==> src/rtl/rf_restore_pkg.sv <==
// Shared types for the recovery-RF restore sequencer: FSM state codes, write-beat struct,
// and last-address helper. Optional build macro: RF_RESTORE_SINGLE_PORT_EN.
package rf_restore_pkg;

  typedef logic [1:0] state_t;

  localparam state_t StIdle  = 2'd0;
  localparam state_t StRead  = 2'd1;
  localparam state_t StDrain = 2'd2;
  localparam state_t StDone  = 2'd3;

  // Beat fields are sized for the widest supported configuration and sliced at use.
  localparam int unsigned BeatAddrW = 7;
  localparam int unsigned BeatDataW = 64;

  typedef struct packed {
    logic [BeatAddrW-1:0] addr;
    logic [BeatDataW-1:0] data;
    logic                 valid;
  } rf_beat_t;

  function automatic int unsigned last_addr(input int unsigned fpu, input int unsigned zfinx);
    return (fpu != 0 && zfinx == 0) ? 32'd63 : 32'd31;
  endfunction

endpackage

==> src/rtl/rf_restore_addr_gen.sv <==
// Restore address counter: issues one or two addresses per advance and flags the final issue.
// With RF_RESTORE_SINGLE_PORT_EN defined only port A addresses are produced.
module rf_restore_addr_gen
  import rf_restore_pkg::*;
#(
  parameter int unsigned ADDR_WIDTH = 5,
  parameter int unsigned FPU        = 0,
  parameter int unsigned PULP_ZFINX = 0
) (
  input  logic                  clk_i,
  input  logic                  rst_i,
  input  logic                  clear_i,
  input  logic                  advance_i,
  output logic [ADDR_WIDTH-1:0] cnt_a_o,
  output logic [ADDR_WIDTH-1:0] cnt_b_o,
  output logic                  valid_b_o,
  output logic                  last_o
);

  localparam int unsigned LastAddr = last_addr(FPU, PULP_ZFINX);
  // One spare bit so the counter can step past the top address without wrapping.
  localparam int unsigned CntW     = ADDR_WIDTH + 1;

  logic [CntW-1:0] r_cnt;
  logic [CntW-1:0] w_last;

  assign w_last  = CntW'(LastAddr);
  assign cnt_a_o = r_cnt[ADDR_WIDTH-1:0];

`ifdef RF_RESTORE_SINGLE_PORT_EN
  localparam int unsigned Step = 1;

  assign cnt_b_o   = '0;
  assign valid_b_o = 1'b0;
  assign last_o    = (r_cnt == w_last);
`else
  localparam int unsigned Step = 2;

  logic [CntW-1:0] w_cnt_b;

  assign w_cnt_b   = r_cnt + CntW'(1);
  assign cnt_b_o   = w_cnt_b[ADDR_WIDTH-1:0];
  assign valid_b_o = (w_cnt_b <= w_last);
  assign last_o    = (r_cnt == w_last) || (w_cnt_b == w_last);
`endif

  always_ff @(posedge clk_i) begin
    if (rst_i || clear_i) begin
      r_cnt <= CntW'(1);
    end else if (advance_i) begin
      r_cnt <= r_cnt + CntW'(Step);
    end
  end

endmodule

==> src/rtl/rf_restore_sequencer.sv <==
// Replays the recovery register file into the core RF write ports after a fault.
// Define RF_RESTORE_SINGLE_PORT_EN to restore one register per cycle on port A only.
module rf_restore_sequencer
  import rf_restore_pkg::*;
#(
  parameter int unsigned ADDR_WIDTH = 5,
  parameter int unsigned DataWidth  = 32,
  parameter int unsigned FPU        = 0,
  parameter int unsigned PULP_ZFINX = 0
) (
  input  logic                  clk_i,
  input  logic                  rst_i,
  input  logic                  start_i,
  input  logic                  stall_i,
  output logic                  busy_o,
  output logic                  done_o,
  output logic [ADDR_WIDTH-1:0] raddr_a_o,
  output logic [ADDR_WIDTH-1:0] raddr_b_o,
  input  logic [DataWidth-1:0]  rdata_a_i,
  input  logic [DataWidth-1:0]  rdata_b_i,
  output logic [ADDR_WIDTH-1:0] waddr_a_o,
  output logic [DataWidth-1:0]  wdata_a_o,
  output logic                  we_a_o,
  output logic [ADDR_WIDTH-1:0] waddr_b_o,
  output logic [DataWidth-1:0]  wdata_b_o,
  output logic                  we_b_o
);

  state_t                r_state;
  state_t                w_state_next;
  logic [ADDR_WIDTH-1:0] w_cnt_a;
  logic [ADDR_WIDTH-1:0] w_cnt_b;
  logic                  w_valid_b;
  logic                  w_last;
  logic                  w_reading;
  rf_beat_t              r_beat_a;

  assign w_reading = (r_state == StRead);

  rf_restore_addr_gen #(
    .ADDR_WIDTH (ADDR_WIDTH),
    .FPU        (FPU),
    .PULP_ZFINX (PULP_ZFINX)
  ) u_addr_gen (
    .clk_i     (clk_i),
    .rst_i     (rst_i),
    .clear_i   (r_state == StIdle),
    .advance_i (w_reading && !stall_i),
    .cnt_a_o   (w_cnt_a),
    .cnt_b_o   (w_cnt_b),
    .valid_b_o (w_valid_b),
    .last_o    (w_last)
  );

  always_comb begin
    w_state_next = r_state;
    if (!stall_i) begin
      unique case (r_state)
        StIdle:  if (start_i) w_state_next = StRead;
        StRead:  if (w_last) w_state_next = StDrain;
        StDrain: w_state_next = StDone;
        StDone:  w_state_next = StIdle;
        default: w_state_next = StIdle;
      endcase
    end
  end

  always_ff @(posedge clk_i) begin
    if (rst_i) begin
      r_state <= StIdle;
    end else begin
      r_state <= w_state_next;
    end
  end

  always_ff @(posedge clk_i) begin
    if (rst_i) begin
      r_beat_a <= '0;
    end else if (!stall_i) begin
      if (w_reading) begin
        r_beat_a <= '{addr: BeatAddrW'(w_cnt_a), data: BeatDataW'(rdata_a_i), valid: 1'b1};
      end else begin
        r_beat_a <= '0;
      end
    end
  end

  assign busy_o    = (r_state == StRead) || (r_state == StDrain);
  // Gated so a stall while in DONE never stretches the pulse.
  assign done_o    = (r_state == StDone) && !stall_i;
  assign raddr_a_o = w_reading ? w_cnt_a : '0;
  assign we_a_o    = r_beat_a.valid && !stall_i;
  assign waddr_a_o = r_beat_a.addr[ADDR_WIDTH-1:0];
  assign wdata_a_o = r_beat_a.data[DataWidth-1:0];

`ifdef RF_RESTORE_SINGLE_PORT_EN
  logic w_unused_beat;
  assign w_unused_beat = ^{r_beat_a, rdata_b_i, w_cnt_b, w_valid_b};

  assign raddr_b_o = '0;
  assign we_b_o    = 1'b0;
  assign waddr_b_o = '0;
  assign wdata_b_o = '0;
`else
  rf_beat_t r_beat_b;
  logic     w_unused_beat;
  assign w_unused_beat = ^{r_beat_a, r_beat_b};

  always_ff @(posedge clk_i) begin
    if (rst_i) begin
      r_beat_b <= '0;
    end else if (!stall_i) begin
      if (w_reading) begin
        r_beat_b <= '{addr: BeatAddrW'(w_cnt_b), data: BeatDataW'(rdata_b_i), valid: w_valid_b};
      end else begin
        r_beat_b <= '0;
      end
    end
  end

  assign raddr_b_o = w_reading ? w_cnt_b : '0;
  assign we_b_o    = r_beat_b.valid && !stall_i;
  assign waddr_b_o = r_beat_b.addr[ADDR_WIDTH-1:0];
  assign wdata_b_o = r_beat_b.data[DataWidth-1:0];
`endif

endmodule

==> config.mk <==
export PLATFORM = sky130hd
export DESIGN_NAME = rf_restore_sequencer
export DESIGN_NICKNAME = d
export VERILOG_FILES = /design/src/rtl/rf_restore_pkg.sv /design/src/rtl/rf_restore_addr_gen.sv /design/src/rtl/rf_restore_sequencer.sv
export SDC_FILE = /design/constraint.sdc
export NUM_CORES = 1
export LEC_CHECK = 0
export BUFFER_PORTS_ARGS = -buffer_cell sky130_fd_sc_hd__buf_2
export CAP_MARGIN = 10
export CORE_MARGIN = 2
export CORE_UTILIZATION = 50
export DETAILED_ROUTE_END_ITERATION = 6
export GPL_TIMING_DRIVEN = 1
export HOLD_SLACK_MARGIN = 0.15
export PLACE_DENSITY = 0.83
export RECOVER_POWER = 25
export SYNTH_ARGS = -nofsm -noshare
export SYNTH_HDL_FRONTEND = slang
export SYNTH_HIERARCHICAL = 1
export SYNTH_SLANG_ARGS = --single-unit
==> constraint.sdc <==
create_clock -name clk_i -period 3.2 [get_ports clk_i]
set_input_delay 0.16 -clock clk_i [delete_from_list [all_inputs] [get_ports clk_i]]
set_output_delay 0.16 -clock clk_i [all_outputs]
set_load 0.01 [all_outputs]
## Word-level counts from Yosys, hierarchy flattened

Cells that the tools add are included.

- Output and inout port bits: 88
- Bits of input ports: 68
- Word-level logic and storage cells: 36
- Register bits: 84

- Add/sub/neg operators: 2
- Order comparisons: 1
- Bitwise gates (word level): 1
- Mux-type cells: 7
- Reductions and logical operators: 10
- Eq/ne operators: 7

Operators by type and width:

| operator | count |
|---|---|
| $mux W70 | 2 |
| $eq A6 B5 Y1 const B | 2 |
| $mux W5 | 2 |
| $pmux W2 S4 | 1 |
| $add A6 B1 Y6 const B | 1 |
| $add A6 B2 Y6 const B | 1 |
| $le A6 B5 Y1 const B | 1 |
| $eq A2 B2 Y1 const B | 2 |
| $logic_and A1 B1 Y1 | 4 |
| $mux W2 | 2 |
| $logic_or A1 B1 Y1 | 3 |
| $reduce_and A3 Y1 | 1 |
| $eq A2 B1 Y1 const B | 1 |
| $logic_not A2 Y1 | 1 |
| $ne A2 B1 Y1 const B | 1 |
| $ne A2 B2 Y1 const B | 1 |
| $logic_not A1 Y1 | 1 |
| $not A1 Y1 | 1 |

## Longest topological paths before layout

Gate-level depths: netlist (run 1).

- Word-level depth: 5
- Gate-level depth with buffers: 7
- Depth with buffers taken out: 6

## Cells and area by module

Netlist (run 1), hierarchy kept.

By module, submodules not included:

| module | area an instance (um^2) | instances | cells each |
|---|---|---|---|
| rf_restore_sequencer | 3324.4 | 1 | 370 |
| rf_restore_addr_gen | 352.8 | 1 | 40 |

## Worst setup path after synthesis (run 1)

OpenSTA, ideal clock, no wires.

- Kind: register to register
- Start: register r_state[1]
- End: register u_addr_gen.r_cnt[4]
- Required time: 3.077 ns
- Setup time: 0.123 ns
- Slack: 1.554 ns
- Path buffers: 2
- Data arrival time: 1.523 ns
- Stages on the path, launching flop included: 8
- Path through: dfxtp_1 -> inv_1 -> ha_1 -> and2b_1 -> clkbuf_1 -> buf_6 -> nand4_1 -> mux2_1

- Cells in the longest elaborated chain, start to end: 2
- Elaborated cells between the ends (all ways): 4
- Classes of those cells: eq/ne: 1; reduce/logical: 3

RTL lines:

| what | line | source |
|---|---|---|
| start: declaration | rf_restore_sequencer.sv:29 | `state_t r_state;` |
| start signal: assignment | rf_restore_sequencer.sv:70 | `r_state <= StIdle;` |
| start signal: assignment | rf_restore_sequencer.sv:72 | `r_state <= w_state_next;` |
| $eq A2 B1 Y1 | rf_restore_sequencer.sv:38 | `assign w_reading = (r_state == StRead);` |
| net w_reading | rf_restore_sequencer.sv:35 | `logic w_reading;` |
| $logic_and A1 B1 Y1 | rf_restore_sequencer.sv:48 | `.advance_i (w_reading && !stall_i),` |
| end signal: assignment | rf_restore_addr_gen.sv:49 | `r_cnt <= CntW'(1);` |
| end signal: assignment | rf_restore_addr_gen.sv:51 | `r_cnt <= r_cnt + CntW'(Step);` |
| end: declaration | rf_restore_addr_gen.sv:24 | `logic [CntW-1:0] r_cnt;` |

The timed path passes the listed nets, and every way through them passes these cells.
A chain may end at the register's enable or synchronous reset.

## Worst setup path in the final report (run 1)

- Start: register r_state[1]
- End: register r_beat_a (netlist bit wdata_a_o[8])

- Cells in the longest elaborated chain, start to end: 2

RTL lines:

| what | line | source |
|---|---|---|
| $eq A2 B1 Y1 | rf_restore_sequencer.sv:38 |  |
| net w_reading | rf_restore_sequencer.sv:35 |  |
| $mux W70 | rf_restore_sequencer.sv:80 | `if (w_reading) begin` |
| end signal: assignment | rf_restore_sequencer.sv:81 | `r_beat_a <= '{addr: BeatAddrW'(w_cnt_a), data: BeatDataW'(rdata_a_i), valid: 1'b1};` |
| end: declaration | rf_restore_sequencer.sv:36 | `rf_beat_t r_beat_a;` |

The timed path passes the listed nets, and every way through them passes these cells.

==> results.sh, run 1 <==
export IMPL_status="finished clean"
export IMPL_sw_frac_of_total_pct=23.1
export IMPL_final_common_cell="buf_2"
export IMPL_slowest_delay_ns=0.43
export IMPL_fp_row_count=31
export IMPL_max_cap_violations=0
export IMPL_fp_dieW_um=89.8
export IMPL_area_delta_synth_final_pct=26.9
export IMPL_cts_resized=0
export IMPL_gr_total_overflow=0
export IMPL_vias=3109
export IMPL_ys_warnings_count=6
export IMPL_drive_gt1_share_pct=24.9
export IMPL_ios=156
export IMPL_htreeDepth=3
export IMPL_final_core_util_pct=65.0
export IMPL_yosysSeqAreaShare_pct=45.2
export IMPL_cp_slowest_cell="and2b_2"
export IMPL_core_area_um2=7180
export IMPL_drc=0
export IMPL_worstPathMaxFanout=30
export IMPL_cts_max_path_buffers=2
export IMPL_slew_violations=0
export IMPL_leakage_uw=0.00202
export IMPL_avgSynthCellArea_um2=8.97
export IMPL_cts_hold_buf=64
export IMPL_dr_pass1_iters=4
export IMPL_gp_congestion=0.763
export IMPL_setup_viol=0
export IMPL_wl_per_cell_um=13.7
export IMPL_post_cts_buffers=0
export IMPL_ys_types=32
export IMPL_yosys_register_bits=83
export IMPL_port_buffers=154
export IMPL_grt_use_total_pct=21.1
export IMPL_switching_power_uw=517
export IMPL_vias_per_cell=4.90
export IMPL_finalSetupTns_ns=0
export IMPL_slew_headroom_pct=43.4
export IMPL_synthesis_nets=484
export IMPL_syn_area_um2=3680
export IMPL_dieArea_um2=8060
export IMPL_worstMarginPinSlew_ns=0.849
export IMPL_worstSkewPairLatency_ns=0.34
export IMPL_routed_wl_um=8670
export IMPL_arrival_ns=2.21
export IMPL_cts_clk_slew_worst_paths_ns=0.08
export IMPL_cts_buffers_inserted=9
export IMPL_powerDensity_nw_per_um2=480
export IMPL_syn_inst=410
export IMPL_comb_power_share_pct=12.9
export IMPL_cp_start_kind="flip-flop"
export IMPL_hp_class="in2reg"
export IMPL_antenna_found_initial=0
export IMPL_worstSetupEndpointType="flip-flop"
export IMPL_n_antenna_cell=0
export IMPL_layout_common_cells="buf_2 (112), dfxtp_1 (83), nor2_1 (69)"
export IMPL_finalCritPeriodShare_pct=61.1
export IMPL_p_clk_share_pct=38.8
export IMPL_initial_utilization_pct=51.2
export IMPL_final_min_clock_period_ns=1.96
export IMPL_crit_required_ns=3.46
export IMPL_drt_iter0_markers=152
export IMPL_clock_skew_ns=0.0112
export IMPL_cts_tree="built"
export IMPL_path_class="reg2reg"
export IMPL_internal_power_uw=1720
export IMPL_fmax_mhz=511
export IMPL_pwr_share_seq_pct=48.3
export IMPL_fin_nets=605
export IMPL_clockRootBuffer="clkbuf_8"
export IMPL_rsz0062_at_grt="no"
export IMPL_die_h_um=89.8
export IMPL_grt_pass1_vias=3014
export IMPL_path_cells="inv_1 > ha_1 > and2b_2 > buf_4 > a22oi_1 > nor2_1"
export IMPL_place_hpwl_um=4970
export IMPL_hold_violations=0
export IMPL_grt_max_degree=92
export IMPL_ir_drop_uv=242
export IMPL_clock_sinks=83
export IMPL_antenna_left=0
export IMPL_grt_pass1_wl_um=14200
cell type report:
cell class / count / area [µm²]
fill: 587 / 2510
sequential: 83 / 1660
timing repair buffer: 222 / 1390
multi-input combinational: 210 / 1240
clock buffer: 10 / 128
tap: 99 / 124
clock inverter: 5 / 103
inverter: 5 / 18.8
cells by family (layout without fill, tap and decap cells):
kind of cell             after synthesis  in the layout  synth area share (%)
buffers and inverters                117            242                  21.1
AND/OR/NAND/NOR                      116            116                  14.3
flip-flops                            83             83                  45.2
AO/OA/AOI/OAI                         80             80                  15.7
adder cells (fa/ha/maj)                6              6                  2.04
XOR/XNOR                               3              3                 0.715
multiplexers                           3              3                 0.851
other                                  2              2                 0.204
sequential cells by signal, summed over array words and instances, names as in the netlist:
register          flops
waddr_a_o             5
wdata_a_o            32
wdata_b_o            32
waddr_b_o             5
u_addr_gen/r_cnt      5
r_state               2
r_beat_a              1
r_beat_b              1
metal layers:
metal / GRT usage, % / part of all wire (%) / up-vias
li1: - / - / 1520
met2: 36.0 / 49 / 126
met4: 9.87 / 2.3 / 0
met1: 25.1 / 41 / 1442
met5: 0 / 0 / -
met3: 5.36 / 7.3 / 21
power by group through the flow:
stage          logic, µW  clock network, µW  registers (µW)
3_3_place_gp         220                  0            1100
4_1_cts              287                894            1080
2_1_floorplan        176                  0            1100
6_report             288                869            1080
5_1_grt              316                935            1090
3_5_place_dp         226                  0            1100
cell usage after synthesis, drive strengths merged:
library cell  number  area [µm²]
nor3               2        10.0
and3               1        7.51
buf               96         696
a211oi             1        7.51
nand3b             1        7.51
nand2b            10        62.6
mux2i              2        20.0
or2                1        6.26
and2b              1        7.51
conb               2        7.51
a22oi             65         488
a21oi             12        60.1
nor2b              5        31.3
o211a              1        10.0
or4                1        7.51
nand2             12        45.0
nor2              69         259
mux2               1        11.3
xor2               1        8.76
nand3              1        5.00
nor3b              1        7.51
a21bo              1        10.0
xnor2              2        17.5
and2              10        62.6
ha                 6        75.1
clkbuf            16        60.1
nand4              1        6.26
inv                5        18.8
dfxtp             83        1660
path summary, 6_finish.rpt:
kind                                    from  cells past startpoint           end  slack (ns)
worst min-delay path                 start_i                      4    r_state[1]        0.25
worst max register to register    r_state[1]                      6  wdata_a_o[8]        1.24
worst max-delay path              r_state[1]                      6  wdata_a_o[8]        1.24
worst min register to register  waddr_a_o[1]                      2  waddr_a_o[1]        0.46
worst max-delay path: cells and delay by family, from the launching register on:
kind	cells	cell delay, ns
and+or+nand+nor	2	0.59
adders and majority gates	1	0.33
AOI/OAI and AO/OA	1	0.13
DFF	1	0.34
buffers and inverters	2	0.47
through the flow:
stage	std cells	power (µW)	setup WS [ns]	hold slack, ns	instance area (µm²)
floorplan	410	1280	1.55	0.304	3680
global placement	555	1320	1.43	0.387	3850
detailed placement	555	1330	1.31	0.399	3850
CTS	634	2260	1.28	0.236	4720
global route	634	2340	1.05	0.251	4670
finish	634	2240	1.24	0.254	4670
(Power assumes the default switching activity.)
==> run 2, diff against run 1 <==
Settings changed: CORE_UTILIZATION 50 to 43, PLACE_DENSITY 0.83 to 0.76.
Clock period 3.2 ns to 1.62 ns, I/O delays scaled along.
==> results.sh, run 2 (synthesis gave the netlist of run 1 again) <==
export IMPL_max_cap_violations=0
export IMPL_layout_common_cells="buf_2 (112), dfxtp_1 (81), nor2_1 (69)"
export IMPL_cp_slowest_cell="or4_1"
export IMPL_worst_r2r_endpoint="r_state[0]"
export IMPL_initial_utilization_pct=44.5
export IMPL_slowest_delay_ns=0.40
export IMPL_clock_skew_ns=0.0141
export IMPL_drt_iter0_markers=82
export IMPL_final_common_cell="buf_2"
export IMPL_dr_pass1_iters=4
export IMPL_ir_drop_uv=483
export IMPL_clockRootBuffer="clkbuf_8"
export IMPL_cts_clk_slew_worst_paths_ns=0.08
export IMPL_worstPathMaxFanout=5
export IMPL_ios=156
export IMPL_htreeDepth=3
export IMPL_power_uw=4630
export IMPL_regToRegSetupSlack_ns=0.06
export IMPL_antenna_left=0
export IMPL_core_area_um2=8260
export IMPL_final_min_clock_period_ns=1.56
export IMPL_vias=3078
export IMPL_dieArea_um2=9310
export IMPL_die_h_um=96.5
export IMPL_wl_per_cell_um=13.1
export IMPL_crit_family="simple AND/OR/NAND/NOR gates"
export IMPL_place_hpwl_um=4940
export IMPL_drive_gt1_share_pct=26.7
export IMPL_cp_start_kind="flip-flop"
export IMPL_port_buffers=154
export IMPL_crit_required_ns=1.86
export IMPL_clock_sinks=83
export IMPL_fp_row_count=33
export IMPL_worstSkewPairLatency_ns=0.34
export IMPL_min_from="start_i"
export IMPL_drc=0
export IMPL_cts_tree="built"
export IMPL_met2_usage_pct=30.2
export IMPL_cts_buffers_inserted=9
export IMPL_cp_num_buf_inv=0
export IMPL_grt_busiest_layer="met2"
export IMPL_worstSetupEndpointType="flip-flop"
export IMPL_fp_dieW_um=96.5
export IMPL_pre_cts_slack_ns=0.0473
export IMPL_cts_max_path_buffers=2
export IMPL_ff2ff_path_depth=6
export IMPL_setup_viol=0
export IMPL_min_path_cells=4
export IMPL_area_delta_synth_final_pct=30.7
export IMPL_grt_pass1_wl_um=12600
export IMPL_slew_violations=0
export IMPL_hold_violations=0
export IMPL_met3_usage_pct=4.42
export IMPL_hold_slack_ns=0.173
export IMPL_hp_class="in2reg"
export IMPL_cp_common_cell="ha_1"
export IMPL_gr_total_overflow=0
export IMPL_powerDensity_nw_per_um2=964
export IMPL_path_class="reg2reg"
export IMPL_fin_nets=613
export IMPL_nFillCells=724
export IMPL_antenna_found_initial=0
export IMPL_final_core_util_pct=58.2
export IMPL_status="finished clean"
export IMPL_n_antenna_cell=0
export IMPL_grt_pass1_vias=2958
export IMPL_vias_per_cell=4.75
export IMPL_grt_use_total_pct=17.2
export IMPL_fmax_mhz=641
export IMPL_holdPathEnd="r_state[1]"
export IMPL_routed_wl_um=8480
export IMPL_grt_max_degree=55
export IMPL_grtUsageMet1_pct=18.8
export IMPL_path_cells="ha_1 > and3_2 > ha_1 > nor2b_1 > or4_1 > o211a_1"
export IMPL_gp_congestion=0.798
export IMPL_fin_ws_ns=0.0593
export IMPL_finalCritPeriodShare_pct=96.3
export IMPL_arrival_ns=1.80
export IMPL_r2r_start="u_addr_gen/r_cnt[2]"
export IMPL_leakage_uw=0.00208
run 2: cell types whose count changed in the layout (fill, tap and decap cells not counted), sizes merged:
cell,change
dlygate4sd3,+2
bufinv,+1
buf,+6
clkinvlp,-1
run 2: worst max-delay path by stage:
stage,from,to,slack (ns),depth (start not counted)
final,u_addr_gen/r_cnt[2],r_state[0],0.06,6
after global routing,u_addr_gen/r_cnt[2],r_state[0],-0.008,6
after CTS,u_addr_gen/r_cnt[2],r_state[0],0.03,6
after detailed placement,u_addr_gen/r_cnt[2],r_state[0],0.05,6
after global placement,u_addr_gen/r_cnt[2],r_state[0],0.08,6
after floorplan,u_addr_gen/r_cnt[1],r_state[0],0.03,6
run 2: worst min-delay path, stage by stage:
cell and delay, ns:
buf_2 0.08, nor2b_1 0.04, nor3_2 0.18, mux2i_1 0.10
run 2: per-layer routing:
metal,wire length (µm),vias to the layer above
li1,-,1540
met1,3530,1389
met2,4130,130
met3,589,19
met4,235,0
met5,0,-
run 2: stage by stage:
| step | instances | area (µm²) | setup TNS (ns) |
|---|---|---|---|
| 6_report | 648 | 4800 | 0 |
| 4_1_cts | 648 | 4840 | 0 |
| 5_1_grt | 648 | 4800 | -0.00832 |
| 3_5_place_dp | 567 | 3910 | 0 |
| 3_3_place_gp | 567 | 3910 | 0 |
| 2_1_floorplan | 410 | 3680 | 0 |
run 2: area by class of cell:
class	count	area [µm²]	area share (%)
inverters	5	18.8	0.391
flip-flops and latches	83	1660	34.6
clock inverters	5	125	2.60
well taps	105	131	2.73
multi-input cells	210	1260	26.2
repair buffers	230	1470	30.6
clock buffers	10	138	2.86
run 2: report_power, final:
part / internal, µW / leakage, µW / switching, µW / total, µW
clock network: 1210 / 0.000132 / 695 / 1910
registers: 2100 / 0.000672 / 34.7 / 2140
logic: 304 / 0.00128 / 284 / 588
total: 3620 / 0.00208 / 1010 / 4630
run 2: timing repair:
action / CTS / global route
endpoints found under the setup margin: 0 / 33
hold endpoints to repair: 71 / 0
buffers inserted: 0 / 0
gates resized for setup: 0 / 6
hold buffers: 66 / 0
